File: src/rtl/npc_pkg.sv
// Shared decode constants and types for the next-PC redirect unit.
// Opcode/funct values follow the MIPS encoding used by the core.
package npc_pkg;

  localparam logic [5:0] OP_RTYPE  = 6'h00;
  localparam logic [5:0] OP_REGIMM = 6'h01;
  localparam logic [5:0] OP_J      = 6'h02;
  localparam logic [5:0] OP_JAL    = 6'h03;
  localparam logic [5:0] OP_BEQ    = 6'h04;
  localparam logic [5:0] OP_BNE    = 6'h05;
  localparam logic [5:0] FN_JR     = 6'h08;

  typedef enum logic {
    ST_IDLE  = 1'b0,
    ST_FLUSH = 1'b1
  } npc_state_t;

  typedef struct packed {
    logic jr;
    logic j;
    logic br;
    logic taken;
  } npc_dec_t;

  function automatic npc_dec_t npc_decode(
    input logic [5:0]  op,
    input logic [5:0]  funct,
    input logic [31:0] aluout
  );
    npc_dec_t d;
    d.jr    = (op == OP_RTYPE) && (funct == FN_JR);
    d.j     = (op == OP_J) || (op == OP_JAL);
    d.br    = (op == OP_BEQ) || (op == OP_BNE)
           || (op == OP_REGIMM);
    d.taken = d.br && (
                ((op == OP_BEQ) && (aluout == 32'd0))
             || ((op == OP_BNE) && (aluout != 32'd0))
             || ((op == OP_REGIMM) && (aluout == 32'd1)));
    return d;
  endfunction

endpackage

File: src/rtl/npc_stat_counter.sv
// Branch statistics counter with synchronous clear.
// At all-ones it either sticks or rolls over to zero.
module npc_stat_counter #(
  parameter int CW       = 16,
  parameter bit SATURATE = 1'b1
) (
  input  logic          clk,
  input  logic          rst,
  input  logic          clr,
  input  logic          inc,
  output logic [CW-1:0] count
);

  localparam logic [CW-1:0] ONE = CW'(1);

  always_ff @(posedge clk) begin
    if (rst || clr) begin
      count <= '0;
    end else if (inc) begin
      if (&count) begin
        count <= SATURATE ? count : '0;
      end else begin
        count <= count + ONE;
      end
    end
  end

endmodule

File: src/rtl/npc_redirect_unit.sv
// Next-PC select and redirect/flush control at the IF/ID boundary,
// with accepted-branch statistics.
module npc_redirect_unit
  import npc_pkg::*;
#(
  parameter int AW           = 32,
  parameter int CW           = 16,
  parameter int FLUSH_CYCLES = 1,
  parameter bit SATURATE     = 1'b1
) (
  input  logic          clk,
  input  logic          rst,
  input  logic          pcen,
  input  logic [5:0]    op,
  input  logic [5:0]    funct,
  input  logic [AW-1:0] pc,
  input  logic [31:0]   aluout,
  input  logic [25:0]   label,
  input  logic [AW-1:0] rfd1,
  input  logic          stat_clr,
  output logic [AW-1:0] newpc,
  output logic          redirect,
  output logic          pcclear,
  output logic [CW-1:0] uncondsum,
  output logic [CW-1:0] condsum,
  output logic [CW-1:0] condsuccsum
);

  localparam logic [AW-1:0] FOUR    = AW'(4);
  localparam logic [AW-1:0] HI_MASK = ~AW'(28'hFFF_FFFF);
  localparam logic [2:0]    FC_LOAD = 3'(FLUSH_CYCLES - 1);

  npc_state_t    state;
  npc_state_t    state_n;
  logic [2:0]    fcnt;
  logic [2:0]    fcnt_n;
  npc_dec_t      dec;
  logic          acc;
  logic [AW-1:0] seq;
  logic [AW-1:0] j_tgt;
  logic [AW-1:0] br_off;
  logic [AW-1:0] br_tgt;

  assign dec = npc_decode(op, funct, aluout);
  assign acc = pcen && (state == ST_IDLE);

  // j keeps the top four bits of the delay-slot PC
  assign seq    = pc + FOUR;
  assign j_tgt  = (seq & HI_MASK) | AW'({label, 2'b00});
  assign br_off = {{(AW-18){label[15]}}, label[15:0], 2'b00};
  assign br_tgt = seq + br_off;

  always_comb begin
    newpc = seq;
    unique case (1'b1)
      acc && dec.jr:              newpc = rfd1;
      acc && dec.j:               newpc = j_tgt;
      acc && dec.br && dec.taken: newpc = br_tgt;
      default:                    newpc = seq;
    endcase
  end

  assign redirect = acc && (dec.jr || dec.j || dec.taken);

  always_ff @(posedge clk) begin
    if (rst) begin
      state <= ST_IDLE;
      fcnt  <= 3'd0;
    end else begin
      state <= state_n;
      fcnt  <= fcnt_n;
    end
  end

  // a stall while flushing freezes the countdown
  always_comb begin
    state_n = state;
    fcnt_n  = fcnt;
    unique case (state)
      ST_IDLE: begin
        if (redirect) begin
          state_n = ST_FLUSH;
          fcnt_n  = FC_LOAD;
        end
      end
      ST_FLUSH: begin
        if (pcen) begin
          if (fcnt == 3'd0) begin
            state_n = ST_IDLE;
          end else begin
            fcnt_n = fcnt - 3'd1;
          end
        end
      end
      default: begin
        state_n = ST_IDLE;
        fcnt_n  = 3'd0;
      end
    endcase
  end

  always_comb begin
    pcclear = (state == ST_FLUSH);
  end

  npc_stat_counter #(
    .CW       (CW),
    .SATURATE (SATURATE)
  ) u_uncond (
    .clk   (clk),
    .rst   (rst),
    .clr   (stat_clr),
    .inc   (acc && (dec.jr || dec.j)),
    .count (uncondsum)
  );

  npc_stat_counter #(
    .CW       (CW),
    .SATURATE (SATURATE)
  ) u_cond (
    .clk   (clk),
    .rst   (rst),
    .clr   (stat_clr),
    .inc   (acc && dec.br),
    .count (condsum)
  );

  npc_stat_counter #(
    .CW       (CW),
    .SATURATE (SATURATE)
  ) u_succ (
    .clk   (clk),
    .rst   (rst),
    .clr   (stat_clr),
    .inc   (acc && dec.br && dec.taken),
    .count (condsuccsum)
  );

endmodule

File: config.mk
export PLATFORM = sky130hd
export DESIGN_NAME = npc_redirect_unit
export DESIGN_NICKNAME = d
export VERILOG_FILES = /design/src/rtl/npc_pkg.sv /design/src/rtl/npc_stat_counter.sv /design/src/rtl/npc_redirect_unit.sv
export SDC_FILE = /design/constraint.sdc
export NUM_CORES = 1
export LEC_CHECK = 0
export ABC_AREA = 1
export CAP_MARGIN = 20
export CORE_ASPECT_RATIO = 0.8
export CORE_MARGIN = 1.5
export CORE_UTILIZATION = 46
export DETAILED_ROUTE_END_ITERATION = 7
export PLACE_DENSITY = 0.91
export REMOVE_ABC_BUFFERS = 1
export SYNTH_ARGS = -nofsm -noshare
export SYNTH_HDL_FRONTEND = slang
export SYNTH_HIERARCHICAL = 1
export SYNTH_SLANG_ARGS = --single-unit
File: constraint.sdc
create_clock -name clk -period 4.5 [get_ports clk]
set_input_delay 0.675 -clock clk [delete_from_list [all_inputs] [get_ports clk]]
set_output_delay 0.675 -clock clk [all_outputs]
set_load 0.01 [all_outputs]
==> summary.md <==
| Metric | Value |
|---|---|
| Status | complete, but fails checks |
| Failing checks | negative setup slack |
| Leakage | a little under 5 nW |
| Slew @ Worst Pin | roughly 1.0 ns |
| Die Height | approximately 110 um |
| R2r worst-path depth | 13 |
| First-pass GRT wire length | 41630 um |
| Area grow syn2layout | 62.41% |
| Yosys warning count | 6 |
| Post-DP HPWL | around 21000 um |
| Vias in the first global route | between 8000 and 9000 |
| Drt wl/cell | 15.81 um |
| Clk root buf | clkbuf_16 |
| Worst setup SP type | input pin |
| CTS tree | yes |
| I/O pins | 220 |
| CP endpoint kind | output pin |
| EDFF count, synth | 0 |
| All-layer global routing usage | 0.3256 |
| WS Path Type | input pin to output pin |
| Largest net degree at the start of global routing | 30 |
| Yosys cell types | 43 |
| Post-Syn Area | about 7000 sq um |
| Layout cells sized above 1 | 0.2453 |
| Full die area | 15770 sq um |
| CP Depth | 18 |
| PD cells | 151.3 nW/um^2 |
| #FFs+latches synth | 52 |
| Clock buffer count from CTS | 5 |
| Synth cell count leaders | nand2_1, nor2_1, inv_1 |
| Most common cell in the synthesized netlist | nand2_1 |
| I/O Buffers | around 220 |
| Leading area contributor after synthesis | nand2_1 |
| Main area contributors after synthesis | nand2_1, dfxtp_1, nor2_1, ha_1, inv_1 |
| Drt via density | approximately 5.4 |
| Pwr Total | 1.699 mW |
| Period utilization | 1.005 |
| Hold path depth | 2 |
| Dpl cells | roughly 1700 |
| DRC viols | 0 |
| Ordered cell list for the critical path | clkdlybuf4s50_1 -> buf_4 -> nand4_1 -> nor2_2 -> nand2_2 -> xnor2_2 -> buf_4 -> ha_1 -> buf_4 -> nand2_2 -> a21oi_1 -> nor2_2 -> o21bai_2 -> a21o_1 -> a21oi_1 -> o21ai_0 -> nand3b_1 -> dlygate4sd2_1 |
| Critical path buffers and inverters | 5 |
| Clk sinks | between 50 and 60 |
| Max_cap viols | 0 |
| Slew headroom | 0.3130 |
| Initial DRT Pass Iterations | 7 |
| Largest delay share family, worst path | buffers and inverters |
| CP most frequent cell | buf_4 |
| Fill cells | between 1000 and 1500 |
| Clock skew | ~0.0070 ns |
| Placer's final routability congestion estimate | roughly 1.0 |
| Share of Yosys cell area claimed by the top area cell type | 0.1814 |
| Hold Crit Class | register to register |
| Cells after Synth | approximately 1200 |
| Critical path arrival | roughly 3.9 ns |
| Post-route worst setup slack | -0.02325 ns |
| 1st-iter DRT viols | approximately 770 |
| # diodes | 0 |
| CP max stage cell | clkdlybuf4s50_1 |
| VDD IR max | between 0.15 and 0.2 mV |
| CP Data Required Time | about 3.8 ns |
| Worst Path Max Fanout | 4 |
| Antenna violations before repair | 0 |
| Initial Utilization | 0.4768 |
| Pre-CTS setup slack | -0.4308 ns |
| Post-route ant nets | 0 |
| RSZ-0062 raised after global routing | yes |
| Core Region | 14490 sq um |
| Via count | 9451 |
| Nets | 1730 |
| Top_reg_cell synth | dfxtp_1 |
| FP Rows | 39 |
| Max clock buf depth | 2 |
| F_max | ~220 MHz |
| Setup violations, final | 1 |
| H-tree Lvls | 2 |
| Syn avg cell area | around 5.8 sq um |
| Share of flip-flops with an asynchronous set or reset | 0 |
| Final Max Tran Viols | 0 |
| Die width | roughly 140 um |
| Final wirelength | ~27000 um |
| Final Hold Fails | 0 |
| Clock Latency Late Sink | roughly 0.30 ns |
| Post-route insts no fill | ~1700 |
| GRT Residual Overflow | 0 |
| Reg clk slew, reported paths | ~0.070 ns |
| Register area share after synthesis | 0.1506 |
| Worst stage delay on the critical path | roughly 0.5 ns |
| Fin crit period | between 4 and 5 ns |
==> placed cells by master, fill, tap and decap left out, types with 4 or more instances in the layout <==
cell type	n
nand2_1	309
nor2_1	193
clkdlybuf4s50_1	183
buf_4	158
inv_1	112
nand3_1	82
dfxtp_1	52
a21oi_1	44
nand2_2	37
nand4_1	29
nor2_4	26
nor2_2	24
ha_1	22
o21ai_1	19
xor2_1	18
a21oi_2	17
nand3b_1	16
ha_4	15
nor3_1	14
dlymetal6s2s_1	13
nand2_4	11
o21ai_0	11
a22o_1	11
inv_2	10
dlygate4sd2_1	10
or2_2	9
xnor2_1	9
xor2_2	8
nor3_2	8
clkbuf_2	8
nand3_2	7
clkbuf_16	5
o21bai_2	4
a21o_1	4
o211ai_1	4
==> flip-flops by register name (all words and copies together), names as in the netlist <==
register / flops
u_succ/count: 16
pcclear: 1
fcnt: 3
u_uncond/count: 16
u_cond/count: 16
==> repair_timing <==
action                                  CTS  global route
hold buffers                              0             0
resized for setup                        88           129
pin swaps                                19            37
setup buffers                            10             7
endpoints found under the setup margin   24            25
==> logic make-up after synthesis <==
| kind of cell | count (synthesis) | share of synthesized area |
|---|---|---|
| and+or+nand+nor | 780 | 0.5216 |
| xor gates and xnor gates | 39 | 0.04943 |
| AOI/OAI and AO/OA | 132 | 0.1164 |
| buffers and inverters | 139 | 0.08836 |
| adders and majority gates | 40 | 0.07351 |
| DFF | 52 | 0.1506 |
==> through the flow <==
stage | instance area (sq um) | hold WS (ns) | TNS (ns) | utilization
global placement | 10280 | 0.4672 | -5.552 | 0.7092
global route | 11220 | 0.5488 | -0.8623 | 0.7744
floorplan | 6758 | 0.4516 | 0 | -
CTS | 10750 | 0.4927 | -0.07035 | 0.7418
finish | 11220 | 0.4945 | -0.02325 | 0.7744
detailed placement | 10280 | 0.4768 | -6.221 | 0.7092
==> metal layers <==
metal	GRT usage	share of wire	vias to the layer above
met5	0	0	-
met4	0.08491	0.027	0
met3	0.05887	0.089	66
met2	0.5430	0.46	471
met1	0.4344	0.43	4346
li1	-	-	4568
==> power breakdown <==
part	switching, mW	total, mW	internal, mW
Sequential	0.000541	0.461	0.461
Clock	0.176	0.437	0.261
Combinational	0.390	0.800	0.411
Total	0.566	1.70	1.13
==> path summary, 6_finish.rpt <==
check / startpoint / end / slack (ns)
hold / removal: fcnt[0] / fcnt[0] / 0.49
setup reg to reg: pcclear / u_succ/count[15] / 2.16
setup / recovery: pc[5] / newpc[17] / -0.02
hold reg to reg: fcnt[0] / fcnt[0] / 0.49
==> final cells by class <==
class / instances / area [sq um] / share of cell area
multi-input cells: 991 / 5928 / 0.5282
repair buffers: 380 / 3398 / 0.3028
flip-flops and latches: 52 / 1041 / 0.09275
inverters: 122 / 457.9 / 0.04080
well taps: 184 / 230.2 / 0.02051
clock buffers: 5 / 125.1 / 0.01115
clock inverters: 3 / 42.54 / 0.003790
==> worst min-delay path: cells and delay by family (launching register included) <==
kind             cells  cell delay, ns
flip-flops           1            0.33
AND/OR/NAND/NOR      1            0.09
AO/OA/AOI/OAI        1            0.04
Note: power is estimated with default switching activity, not from simulation.
